**config.mk**
```make
export PLATFORM = sky130hd
export DESIGN_NAME = pwm_multi
export DESIGN_NICKNAME = d
export VERILOG_FILES = /design/src/rtl/pwm_multi.sv
export SDC_FILE = /design/constraint.sdc
export NUM_CORES = 1
export LEC_CHECK = 0
export BUFFER_PORTS_ARGS = -buffer_cell sky130_fd_sc_hd__buf_2
export CAP_MARGIN = 10
export CORE_ASPECT_RATIO = 1.4
export CORE_MARGIN = 4
export CORE_UTILIZATION = 40
export DETAILED_ROUTE_END_ITERATION = 8
export PLACE_DENSITY = 0.65
export SKIP_LAST_GASP = 1
export SLEW_MARGIN = 40
export SYNTH_ARGS = -nofsm -noshare
export SYNTH_HDL_FRONTEND = slang
export SYNTH_SLANG_ARGS = --single-unit
export TNS_END_PERCENT = 20
```
**constraint.sdc**
```tcl
create_clock -name clk -period 2.7 [get_ports clk]
set_input_delay 0.405 -clock clk [delete_from_list [all_inputs] [get_ports clk]]
set_output_delay 0.405 -clock clk [all_outputs]
set_load 0.05 [all_outputs]
```
**src/rtl/pwm_multi.sv**
```systemverilog
// Multi-channel PWM generator: shared prescaler and period counter, per-channel
// double-buffered duty, edge- or center-aligned, all reconfiguration at period boundaries.
module pwm_multi #(
    parameter int WIDTH    = 10,
    parameter int CHANNELS = 4,
    parameter int PRE_W    = 8,
    parameter int CH_W     = (CHANNELS > 1) ? $clog2(CHANNELS) : 1
) (
    input  logic                clk,
    input  logic                rst_n,
    input  logic [WIDTH-1:0]    cfg_period,
    input  logic [PRE_W-1:0]    cfg_prescale,
    input  logic                cfg_center,
    input  logic                wr_en,
    input  logic [CH_W-1:0]     wr_ch,
    input  logic [WIDTH-1:0]    wr_duty,
    input  logic [CHANNELS-1:0] ch_en,
    input  logic [CHANNELS-1:0] ch_inv,
    output logic [CHANNELS-1:0] pwm,
    output logic                period_tick
);

    localparam logic [WIDTH-1:0] CNT_ZERO = {WIDTH{1'b0}};
    localparam logic [WIDTH-1:0] CNT_ONE  = {{(WIDTH-1){1'b0}}, 1'b1};
    localparam logic [PRE_W-1:0] PRE_ZERO = {PRE_W{1'b0}};
    localparam logic [PRE_W-1:0] PRE_ONE  = {{(PRE_W-1){1'b0}}, 1'b1};

    logic [PRE_W-1:0]    pre_cnt_r;
    logic [PRE_W-1:0]    pre_act_r;
    logic [WIDTH-1:0]    cnt_r;
    logic [WIDTH-1:0]    top_act_r;
    logic                dir_up_r;
    logic                center_act_r;
    logic [WIDTH-1:0]    shadow_r   [CHANNELS];
    logic [WIDTH-1:0]    duty_act_r [CHANNELS];
    logic [CHANNELS-1:0] pwm_r;
    logic                period_tick_r;

    logic                tick_s;
    logic                boundary_s;
    logic [PRE_W-1:0]    pre_cnt_nxt_s;
    logic [WIDTH-1:0]    cnt_nxt_s;
    logic                dir_up_nxt_s;
    logic [CHANNELS-1:0] raw_s;
    logic [CHANNELS-1:0] pwm_nxt_s;

    // Prescaler and period counter next-state, including boundary detection
    always_comb begin
        tick_s        = (pre_cnt_r == pre_act_r);
        pre_cnt_nxt_s = pre_cnt_r;
        cnt_nxt_s     = cnt_r;
        dir_up_nxt_s  = dir_up_r;
        boundary_s    = 1'b0;
        if (tick_s) begin
            pre_cnt_nxt_s = PRE_ZERO;
            if (top_act_r == CNT_ZERO) begin
                cnt_nxt_s    = CNT_ZERO;
                dir_up_nxt_s = 1'b1;
                boundary_s   = 1'b1;
            end else if (!center_act_r) begin
                // Edge mode wraps top->0; >= keeps the counter bounded defensively
                if (cnt_r >= top_act_r) begin
                    cnt_nxt_s    = CNT_ZERO;
                    dir_up_nxt_s = 1'b1;
                    boundary_s   = 1'b1;
                end else begin
                    cnt_nxt_s    = cnt_r + CNT_ONE;
                end
            end else if (dir_up_r) begin
                if (cnt_r >= top_act_r) begin
                    cnt_nxt_s    = top_act_r - CNT_ONE;
                    dir_up_nxt_s = 1'b0;
                end else begin
                    cnt_nxt_s    = cnt_r + CNT_ONE;
                    dir_up_nxt_s = ((cnt_r + CNT_ONE) < top_act_r);
                end
            end else begin
                if (cnt_r <= CNT_ONE) begin
                    cnt_nxt_s    = CNT_ZERO;
                    dir_up_nxt_s = 1'b1;
                    boundary_s   = 1'b1;
                end else begin
                    cnt_nxt_s    = cnt_r - CNT_ONE;
                end
            end
        end else begin
            pre_cnt_nxt_s = pre_cnt_r + PRE_ONE;
        end
    end

    // Per-channel compare with live enable and polarity
    always_comb begin
        raw_s     = {CHANNELS{1'b0}};
        pwm_nxt_s = {CHANNELS{1'b0}};
        for (int i = 0; i < CHANNELS; i++) begin
            raw_s[i] = (duty_act_r[i] > cnt_r);
            if (ch_en[i]) begin
                pwm_nxt_s[i] = raw_s[i] ^ ch_inv[i];
            end else begin
                pwm_nxt_s[i] = ch_inv[i];
            end
        end
    end

    // Counter state and boundary-latched configuration
    always_ff @(posedge clk or negedge rst_n) begin
        if (!rst_n) begin
            pre_cnt_r    <= PRE_ZERO;
            cnt_r        <= CNT_ZERO;
            dir_up_r     <= 1'b1;
            top_act_r    <= CNT_ZERO;
            pre_act_r    <= PRE_ZERO;
            center_act_r <= 1'b0;
        end else begin
            pre_cnt_r <= pre_cnt_nxt_s;
            cnt_r     <= cnt_nxt_s;
            dir_up_r  <= dir_up_nxt_s;
            if (boundary_s) begin
                top_act_r    <= cfg_period;
                pre_act_r    <= cfg_prescale;
                center_act_r <= cfg_center;
            end
        end
    end

    // Shadow duty writes; out-of-range channels match no slot and are dropped
    always_ff @(posedge clk or negedge rst_n) begin
        if (!rst_n) begin
            for (int i = 0; i < CHANNELS; i++) begin
                shadow_r[i] <= CNT_ZERO;
            end
        end else begin
            for (int i = 0; i < CHANNELS; i++) begin
                if (wr_en && (wr_ch == CH_W'(i))) begin
                    shadow_r[i] <= wr_duty;
                end
            end
        end
    end

    // Active duty transfer: same-cycle writes miss this load by design
    always_ff @(posedge clk or negedge rst_n) begin
        if (!rst_n) begin
            for (int i = 0; i < CHANNELS; i++) begin
                duty_act_r[i] <= CNT_ZERO;
            end
        end else begin
            for (int i = 0; i < CHANNELS; i++) begin
                if (boundary_s) begin
                    duty_act_r[i] <= shadow_r[i];
                end
            end
        end
    end

    // Registered outputs
    always_ff @(posedge clk or negedge rst_n) begin
        if (!rst_n) begin
            pwm_r         <= {CHANNELS{1'b0}};
            period_tick_r <= 1'b0;
        end else begin
            pwm_r         <= pwm_nxt_s;
            period_tick_r <= boundary_s;
        end
    end

    assign pwm         = pwm_r;
    assign period_tick = period_tick_r;

endmodule

```
==> qor.yml, run 1 <==
post-place-ws_ns: 0.126
worstPathCellList: "inv_1, ha_1, o2111ai_1, o211a_1, nor3_4, buf_12, mux2_2"
post_cts_buffers: 0
arrival_ns: 2.88
cts_sinks: 123
finalCritPeriodShare_pct: 95.8
core_mm2: 0.0173
grt_pass1_wl_um: 27900
synth.distinct_cells: 56
power_mw: 6.71
yosys_warnings: 0
insertion_delay_ns: 0.41
worstSetupStartpointType: "register"
die_w_um: 120
drt_iter0_drc: 178
async_flop_share_pct: 100
clock.fmax_mhz: 386
cp-end-kind: "register"
status: "finished, final reports clean"
nets: 800
max_slew_margin_pct: 60.1
dp_cells: 909
wl_um: 16700
period_needed_ns: 2.59
synth_ff_type: "dfrtp_1"
syn_inst: 617
cp.required_ns: 3.00
synth_area_mm2: 0.00703
cts_tree: "built"
gp_congestion: 0.959
cpMaxStageDelayCell: "dfrtp_1"
synth_enable_flop_cells: 0
via_per_inst: 5.44
grt_start_max_net_pins: 47
clock-root-buffer: "clkbuf_16"
hold_viol: 0
track_usage_pct: 18.0
insertedDiodeCount: 0
worstPathMaxFanout: 25
timing.reg2reg.setup_slack_ns: 0.11
route.detailed.drc: 0
final_util_pct: 48.0
htree_levels: 4
post_synth.cell_area_avg_um2: 11.4
nFillCells: 1585
drive_above_1_share_pct: 23.9
peakVddDrop_mv: 0.489
synth_area_leaders: "dfrtp_1, ha_1, mux2_1"
whs_ns: 0.171
worstMarginPinSlew_ns: 0.597
synthTopCellsByCount: "dfrtp_1, ha_1, mux2_1, mux2_2, inv_1"
finalSetupViolations: 0
tns_ns: 0
grt_pass1_vias: 5464
setup_slack_ns: 0.113
io_buffers: 46
final_antenna_net_count: 0
clkTransAtPathRegs_ns: 0.06
skew_ns: 0.00849
io_pins: 47
post_drt_wl_per_cell_um: 17.7
area_growth_pct: 18.4
maxSlewViolCount: 0
final_cells: 942
critPathKind: "reg -> reg"
detailedRoute.firstPassIterationCount: 4
chipHeight_um: 165
yosys.area.top_type: "dfrtp_1"
start_util_pct: 40.6
cpPeakStageDelay_ns: 0.45
yosysTopAreaCellShare_pct: 43.4
power_density_mw_per_mm2: 807
gr-total-overflow: 0
yosysMostFrequentCell: "dfrtp_1"
fin_area_mm2: 0.00832
num_rows: 57
die-area_mm2: 0.0198
maxCapViolCount: 0
synth_seq_area_share_pct: 43.8
rsz0062_at_grt: "no"
synth-seq-cells: 123
cts_resized: 0
dp_hpwl_um: 13000
syn-num-nets: 724
hold_class: "in -> reg"
cts_buffer_depth: 2
p_leak_nw: 3.93
antenna_found_initial: 0
vias: 5129
place_area_mm2: 0.00772
numCtsBuffers: 17
-- timing repair --
| action | 4_1_cts | 5_1_grt |
|---|---|---|
| hold endpoints to repair | 23 | 0 |
| hold buffers | 1 | 0 |
| setup endpoints to repair | 0 | 0 |
-- flip-flops by register name (all words and copies together), names as in the netlist --
name,cells
cnt_r,10
duty_act_r,40
center_act_r,1
pre_act_r,8
pwm,4
shadow_r,40
dir_up_r,1
pre_cnt_r,8
top_act_r,10
period_tick,1
-- critical path, delay by kind of cell, from the launching register on --
kind | cells | cell delay [ns]
and+or+nand+nor | 1 | 0.36
muxes | 1 | 0.36
adders and majority gates | 1 | 0.36
buffers and inverters | 2 | 0.48
DFF | 1 | 0.45
AOI/OAI and AO/OA | 2 | 0.46
-- worst paths after layout --
| path | from | end | cells after the start |
|---|---|---|---|
| setup / recovery | cnt_r[1]$_DFFE_PN0N_ | duty_act_r[38]$_DFFE_PN0P_ | 7 |
| min in group asynchronous | rst_n | shadow_r[34]$_DFFE_PN0P_ | 2 |
| max in group asynchronous | rst_n | shadow_r[16]$_DFFE_PN0P_ | 3 |
| hold reg to reg | shadow_r[1]$_DFFE_PN0P_ | duty_act_r[1]$_DFFE_PN0P_ | 1 |
| setup reg to reg | cnt_r[1]$_DFFE_PN0N_ | duty_act_r[38]$_DFFE_PN0P_ | 7 |
| hold / removal | ch_inv[1] | pwm[1]$_DFF_PN0_ | 2 |
-- metal layers --
layer / GRT usage (%) / up-vias / wire [um]
met2: 31.8 / 137 / 8620
met4: 9.59 / 0 / 709
li1: - / 2427 / -
met3: 3.97 / 51 / 720
met5: 0 / - / 0
met1: 20.2 / 2514 / 6630
-- final cells by class --
class / count / area, um2 / area share (%)
tap: 236 / 295 / 3.55
timing repair buffer: 81 / 548 / 6.59
clock buffer: 19 / 443 / 5.32
inverter: 33 / 124 / 1.49
sequential: 123 / 3080 / 37.0
multi-input combinational: 437 / 3680 / 44.3
clock inverter: 13 / 144 / 1.73
-- kinds of logic (layout without fill, tap and decap cells) --
family	count (synthesis)	in the layout	synth area share, %
XOR/XNOR	35	35	4.36
flip-flops	123	123	43.8
buffers and inverters	57	146	3.76
AND/OR/NAND/NOR	137	137	10.6
AO/OA/AOI/OAI	101	101	9.99
multiplexers	99	99	15.9
adder cells (fa/ha/maj)	65	65	11.6
-- power breakdown --
part           total [mW]  switching [mW]  leakage (nW)  internal [mW]
clock                2.26           0.870         0.276           1.39
sequential           2.52           0.297          1.52           2.23
combinational        1.93            1.05          2.13          0.881
-- cells in the final DEF, fill, tap and decap left out, drive strengths merged, types with 5 or more instances in the layout --
cell type / instances
dfrtp: 122
mux2: 99
buf: 80
ha: 65
inv: 35
nand3: 28
nor2: 23
a21oi: 23
xnor2: 21
clkbuf: 19
nand2: 18
xor2: 14
o21ai: 13
o211ai: 13
nand4: 12
nor3: 12
a21o: 11
nor4: 11
nor2b: 6
and3: 5
a31oi: 5
a221oi: 5
clkinv: 5
No activity file was read; power rests on OpenSTA's default activity.
==> run 2, diff against run 1 <==
CORE_UTILIZATION = 52   (was 40)
PLACE_DENSITY = 0.76   (was 0.65)
clock period = 2.69 ns   (was 2.7 ns; I/O delays follow)
==> qor.yml, run 2 (same netlist as run 1, synthesis figures left out) <==
switching_share_pct: 33.1
antenna_found_initial: 0
htree_levels: 4
period_needed_ns: 2.54
cts_buffer_depth: 2
grt_pass1_wl_um: 28500
skew_ns: 0.00606
cts_tree: "built"
r2r_cells: 9
clkPwrFrac_pct: 33.8
p_sw_mw: 2.27
area_growth_pct: 18.2
layout_commonest_cell: "dfrtp_1"
min_from: "ch_inv[1]"
rsz0062_at_grt: "no"
hold_viol: 0
drt_iter0_drc: 229
io_buffers: 46
hold_class: "in -> reg"
worstMarginPinSlew_ns: 0.662
p_int_mw: 4.58
chipHeight_um: 146
worstReg2RegStart: "top_act_r[0]$_DFFE_PN0P_"
maxSlewViolCount: 0
finalSetupViolations: 0
clock-root-buffer: "clkbuf_16"
p_seq_share_pct: 37.3
layout_common_cells: "dfrtp_1, ha_1, mux2_1, mux2_2, buf_2"
dp_hpwl_um: 12600
max_slew_margin_pct: 55.8
status: "finished, final reports clean"
clock.fmax_mhz: 394
dp_cells: 856
min_path_cells: 2
detailedRoute.firstPassIterationCount: 5
final_cells: 891
drive_above_1_share_pct: 24.7
numCtsBuffers: 17
power_density_mw_per_mm2: 824
arrival_ns: 2.83
insertion_delay_ns: 0.42
whs_endpoint: "pwm[1]$_DFF_PN0_"
die-area_mm2: 0.0155
gr-total-overflow: 0
grt_pass1_vias: 5620
post_drt_wl_per_cell_um: 19.1
top_regs: "duty_act_r x40, shadow_r x40"
insertedDiodeCount: 0
finalCritPeriodShare_pct: 94.3
tns_ns: 0
worstPathMaxFanout: 32
io_pins: 47
maxCapViolCount: 0
route.detailed.drc: 0
pwr-share-comb_pct: 28.9
clkTransAtPathRegs_ns: 0.06
nets: 803
cp.required_ns: 2.99
worstSetupStartpointType: "register"
nFillCells: 1054
final_antenna_net_count: 0
p_leak_nw: 3.95
timing.reg2reg.setup_slack_ns: 0.15
start_util_pct: 52.7
wl_um: 17000
track_usage_pct: 23.5
critPathKind: "reg -> reg"
grt_start_max_net_pins: 64
via_per_inst: 5.92
cp-end-kind: "register"
r2r_end: "duty_act_r[13]$_DFFE_PN0P_"
die_w_um: 106
vias: 5277
peakVddDrop_mv: 0.528
core_mm2: 0.0133
gp_congestion: 0.966
num_rows: 50
cts_sinks: 123
-- run 2: cell types whose count changed in the layout (fill, tap and decap cells not counted), sizes merged --
cell      delta
buf          +3
clkinv       +2
bufinv       +1
clkbuf       -1
clkinvlp     -1
inv          -1
-- run 2: layer usage --
| metal | GRT usage, % | up-vias | share of wire, % |
|---|---|---|---|
| met2 | 41.3 | 191 | 53 |
| met5 | 0 | - | 0 |
| met4 | 12.3 | 0 | 4.0 |
| met1 | 26.9 | 2598 | 39 |
| met3 | 4.04 | 55 | 4.1 |
| li1 | - | 2433 | - |
-- run 2: metrics by stage --
| step | hold WS, ns | total power [mW] | setup slack, ns | cell area [um2] | utilization (%) |
|---|---|---|---|---|---|
| after floorplan | 0.108 | 3.82 | 0.100 | 7030 | - |
| after global placement | 0.412 | 4.39 | 0.0904 | 7650 | 57.4 |
| after detailed placement | 0.407 | 4.50 | 0.0844 | 7650 | 57.4 |
| after CTS | 0.149 | 6.85 | 0.0674 | 8260 | 62.0 |
| after global routing | 0.162 | 7.25 | 0.0189 | 8310 | 62.3 |
| final | 0.163 | 6.84 | 0.154 | 8310 | 62.3 |
-- run 2: area by class of cell --
type	instances	area, um2	share of cell area [%]
Tap cell	182	228	2.74
Inverter	33	124	1.49
Multi-Input combinational cell	437	3700	44.6
Clock buffer	18	429	5.17
Sequential cell	123	3080	37.1
Timing Repair Buffer	84	571	6.87
Clock inverter	14	171	2.06
-- run 2: worst max-delay path by stage --
stage / from / endpoint / slack (ns) / cells past startpoint
floorplan: cnt_r[0]$_DFFE_PN0N_ / center_act_r$_DFFE_PN0P_ / 0.10 / 10
global placement: cnt_r[0]$_DFFE_PN0N_ / dir_up_r$_DFFE_PN1P_ / 0.09 / 8
detailed placement: cnt_r[4]$_DFFE_PN0N_ / duty_act_r[23]$_DFFE_PN0P_ / 0.08 / 7
CTS: top_act_r[2]$_DFFE_PN0P_ / duty_act_r[28]$_DFFE_PN0P_ / 0.07 / 8
global route: top_act_r[0]$_DFFE_PN0P_ / duty_act_r[35]$_DFFE_PN0P_ / 0.02 / 10
finish: top_act_r[0]$_DFFE_PN0P_ / duty_act_r[13]$_DFFE_PN0P_ / 0.15 / 9
-- run 2: power groups by stage --
stage / clock network [mW] / logic, mW / registers (mW)
after global placement: 0 / 1.85 / 2.54
final: 2.31 / 1.98 / 2.55
after CTS: 2.35 / 1.95 / 2.55
after detailed placement: 0 / 1.93 / 2.57
after global routing: 2.43 / 2.21 / 2.60
after floorplan: 0 / 1.29 / 2.53
-- run 2: what timing repair did --
action | in CTS | in global routing
hold buffers | 1 | 0
resized for setup | 0 | 5
setup endpoints to repair | 0 | 58
setup buffers | 0 | 2
endpoints found under the hold margin | 34 | 0
-- run 2: critical path, cell delays in order (launching register included) --
cell and delay, ns:
dfrtp_1 0.44, ha_1 0.29, nand2b_1 0.13, a211o_1 0.33, and3_4 0.24, nor3_4 0.24
nor3_4 0.08, buf_12 0.14, buf_12 0.17, mux2_1 0.34
==> run 3, diff against run 2 <==
BUFFER_PORTS_ARGS = default   (was -buffer_cell sky130_fd_sc_hd__buf_2)
CORE_MARGIN = default   (was 4)
DONT_BUFFER_PORTS = 1   (was default)
MAX_ROUTING_LAYER = met4   (was default)
PLACE_DENSITY = 0.73   (was 0.76)
==> qor.yml, run 3 (same netlist as run 1, synthesis figures left out) <==
hold_class: "in -> async"
period_needed_ns: 2.59
worstMarginPinSlew_ns: 0.634
core_mm2: 0.0130
cpPeakStageDelay_ns: 0.47
p_int_mw: 4.54
post_cts_buffers: 0
dp_hpwl_um: 12200
finalCritPeriodShare_pct: 96.4
post_drt_wl_per_cell_um: 20.4
maxCapViolCount: 0
drt_iter0_drc: 264
nets: 748
failed_checks: "negative hold slack"
cpMaxStageDelayCell: "dfrtp_1"
seqCellArea_mm2: 0.00308
cts_tree: "built"
drive_above_1_share_pct: 18.0
clock.fmax_mhz: 386
numCtsBuffers: 17
timing.reg2reg.setup_slack_ns: 0.1
finalSetupViolations: 0
worst-path-buf-inv: 2
cp_top_family: "buffers and inverters"
start_util_pct: 54.1
layout_commonest_cell: "dfrtp_1"
grt_pass1_wl_um: 27500
arrival_ns: 2.90
vias: 5029
worstPathMaxFanout: 41
multi_input_area_mm2: 0.00369
p_seq_share_pct: 38.8
worstSetupStartpointType: "register"
p_sw_mw: 2.16
r2r_cells: 7
pwr-share-comb_pct: 26.8
io_buffers: 0
p_leak_nw: 3.71
gr-total-overflow: 0
worstReg2RegStart: "cnt_r[1]$_DFFE_PN0N_"
num_rows: 49
skew_ns: 0.00693
gp_congestion: 0.953
cts_buffer_depth: 2
htree_levels: 4
grt_start_max_net_pins: 124
detailedRoute.firstPassIterationCount: 5
hold_viol: 123
io_pins: 47
cp.required_ns: 2.99
area_growth_pct: 13.0
die-area_mm2: 0.0140
nFillCells: 1111
power_density_mw_per_mm2: 844
final_antenna_net_count: 0
die_w_um: 100
top_regs: "duty_act_r x40, shadow_r x40"
clock-root-buffer: "clkbuf_16"
chipHeight_um: 140
clkTransAtPathRegs_ns: 0.06
clkPwrFrac_pct: 34.4
route.detailed.drc: 0
status: "complete, but fails checks"
cts_sinks: 123
peakVddDrop_mv: 0.749
rsz0062_at_grt: "yes"
track_usage_pct: 26.8
grt_pass1_vias: 5401
insertedDiodeCount: 0
worstPathCellList: "inv_1, ha_1, o2111ai_1, o211a_1, nor3_4, buf_12, mux2_2"
wl_um: 16900
layout_common_cells: "dfrtp_1, ha_1, mux2_1, mux2_2, inv_1"
cp-end-kind: "register"
r2r_end: "duty_act_r[32]$_DFFE_PN0P_"
max_slew_margin_pct: 57.6
antenna_found_initial: 0
maxSlewViolCount: 0
power_mw: 6.71
critPathKind: "reg -> reg"
insertion_delay_ns: 0.42
via_per_inst: 6.04
whs_ns: -0.322
switching_share_pct: 32.3
## run 3: cell count changes in the layout (fill, tap and decap cells not counted), moves of 2 or more
| cell | delta |
|---|---|
| buf_2 | -45 |
| buf_4 | -6 |
| buf_12 | -3 |
| clkbuf_1 | +2 |
| clkinv_4 | -2 |
## run 3: worst register-to-register path, stage by stage, from the launching register on
cell and delay (ns):
dfrtp_1 0.47, inv_1 0.29, ha_1 0.32, o2111ai_1 0.16
o211a_1 0.31, nor3_4 0.26, buf_12 0.28, mux2_2 0.39
## run 3: through the flow
stage | setup WS (ns) | util, % | area, um2 | std cells | setup TNS, ns
after floorplan | 0.100 | - | 7030 | 617 | 0
after global placement | 0.110 | 56.5 | 7340 | 800 | 0
after detailed placement | 0.0661 | 56.5 | 7340 | 800 | 0
after CTS | 0.0480 | 61.1 | 7940 | 832 | 0
after global routing | -0.00905 | 61.1 | 7940 | 832 | -0.00905
final | 0.0981 | 61.1 | 7940 | 832 | 0
## run 3: how the worst max path moves through the flow
stage | startpoint | end | slack (ns) | depth (start not counted)
final | cnt_r[1]$_DFFE_PN0N_ | duty_act_r[32]$_DFFE_PN0P_ | 0.1 | 7
after detailed placement | cnt_r[4]$_DFFE_PN0N_ | dir_up_r$_DFFE_PN1P_ | 0.07 | 8
after global placement | cnt_r[1]$_DFFE_PN0N_ | duty_act_r[34]$_DFFE_PN0P_ | 0.11 | 7
after floorplan | cnt_r[0]$_DFFE_PN0N_ | center_act_r$_DFFE_PN0P_ | 0.10 | 10
after global routing | top_act_r[0]$_DFFE_PN0P_ | duty_act_r[32]$_DFFE_PN0P_ | -0.009 | 8
after CTS | cnt_r[4]$_DFFE_PN0N_ | dir_up_r$_DFFE_PN1P_ | 0.05 | 8
## run 3: layout make-up
class / instances / area share, %
multi-input cells: 437 / 46.5
flip-flops and latches: 123 / 38.8
clock buffers: 21 / 5.67
repair buffers: 29 / 2.90
well taps: 178 / 2.80
clock inverters: 11 / 1.83
inverters: 33 / 1.56
## run 3: metal layers
layer / part of all wire (%) / global-route usage (%)
met1: 38 / 27.8
met3: 4.5 / 6.58
met4: 3.8 / 11.9
met2: 54 / 47.3
met5: 0 / -
## run 3: power by group through the flow
stage	clock network [mW]	logic [mW]	registers, mW
floorplan	0	1.29	2.53
global placement	0	1.69	2.60
detailed placement	0	1.76	2.63
CTS	2.34	1.79	2.60
global route	2.42	1.98	2.64
finish	2.31	1.80	2.60
## run 3: timing repair
action                     in CTS  in global routing
hold endpoints to repair      123                123
resized for setup               0                  2
setup endpoints to repair       0                 13
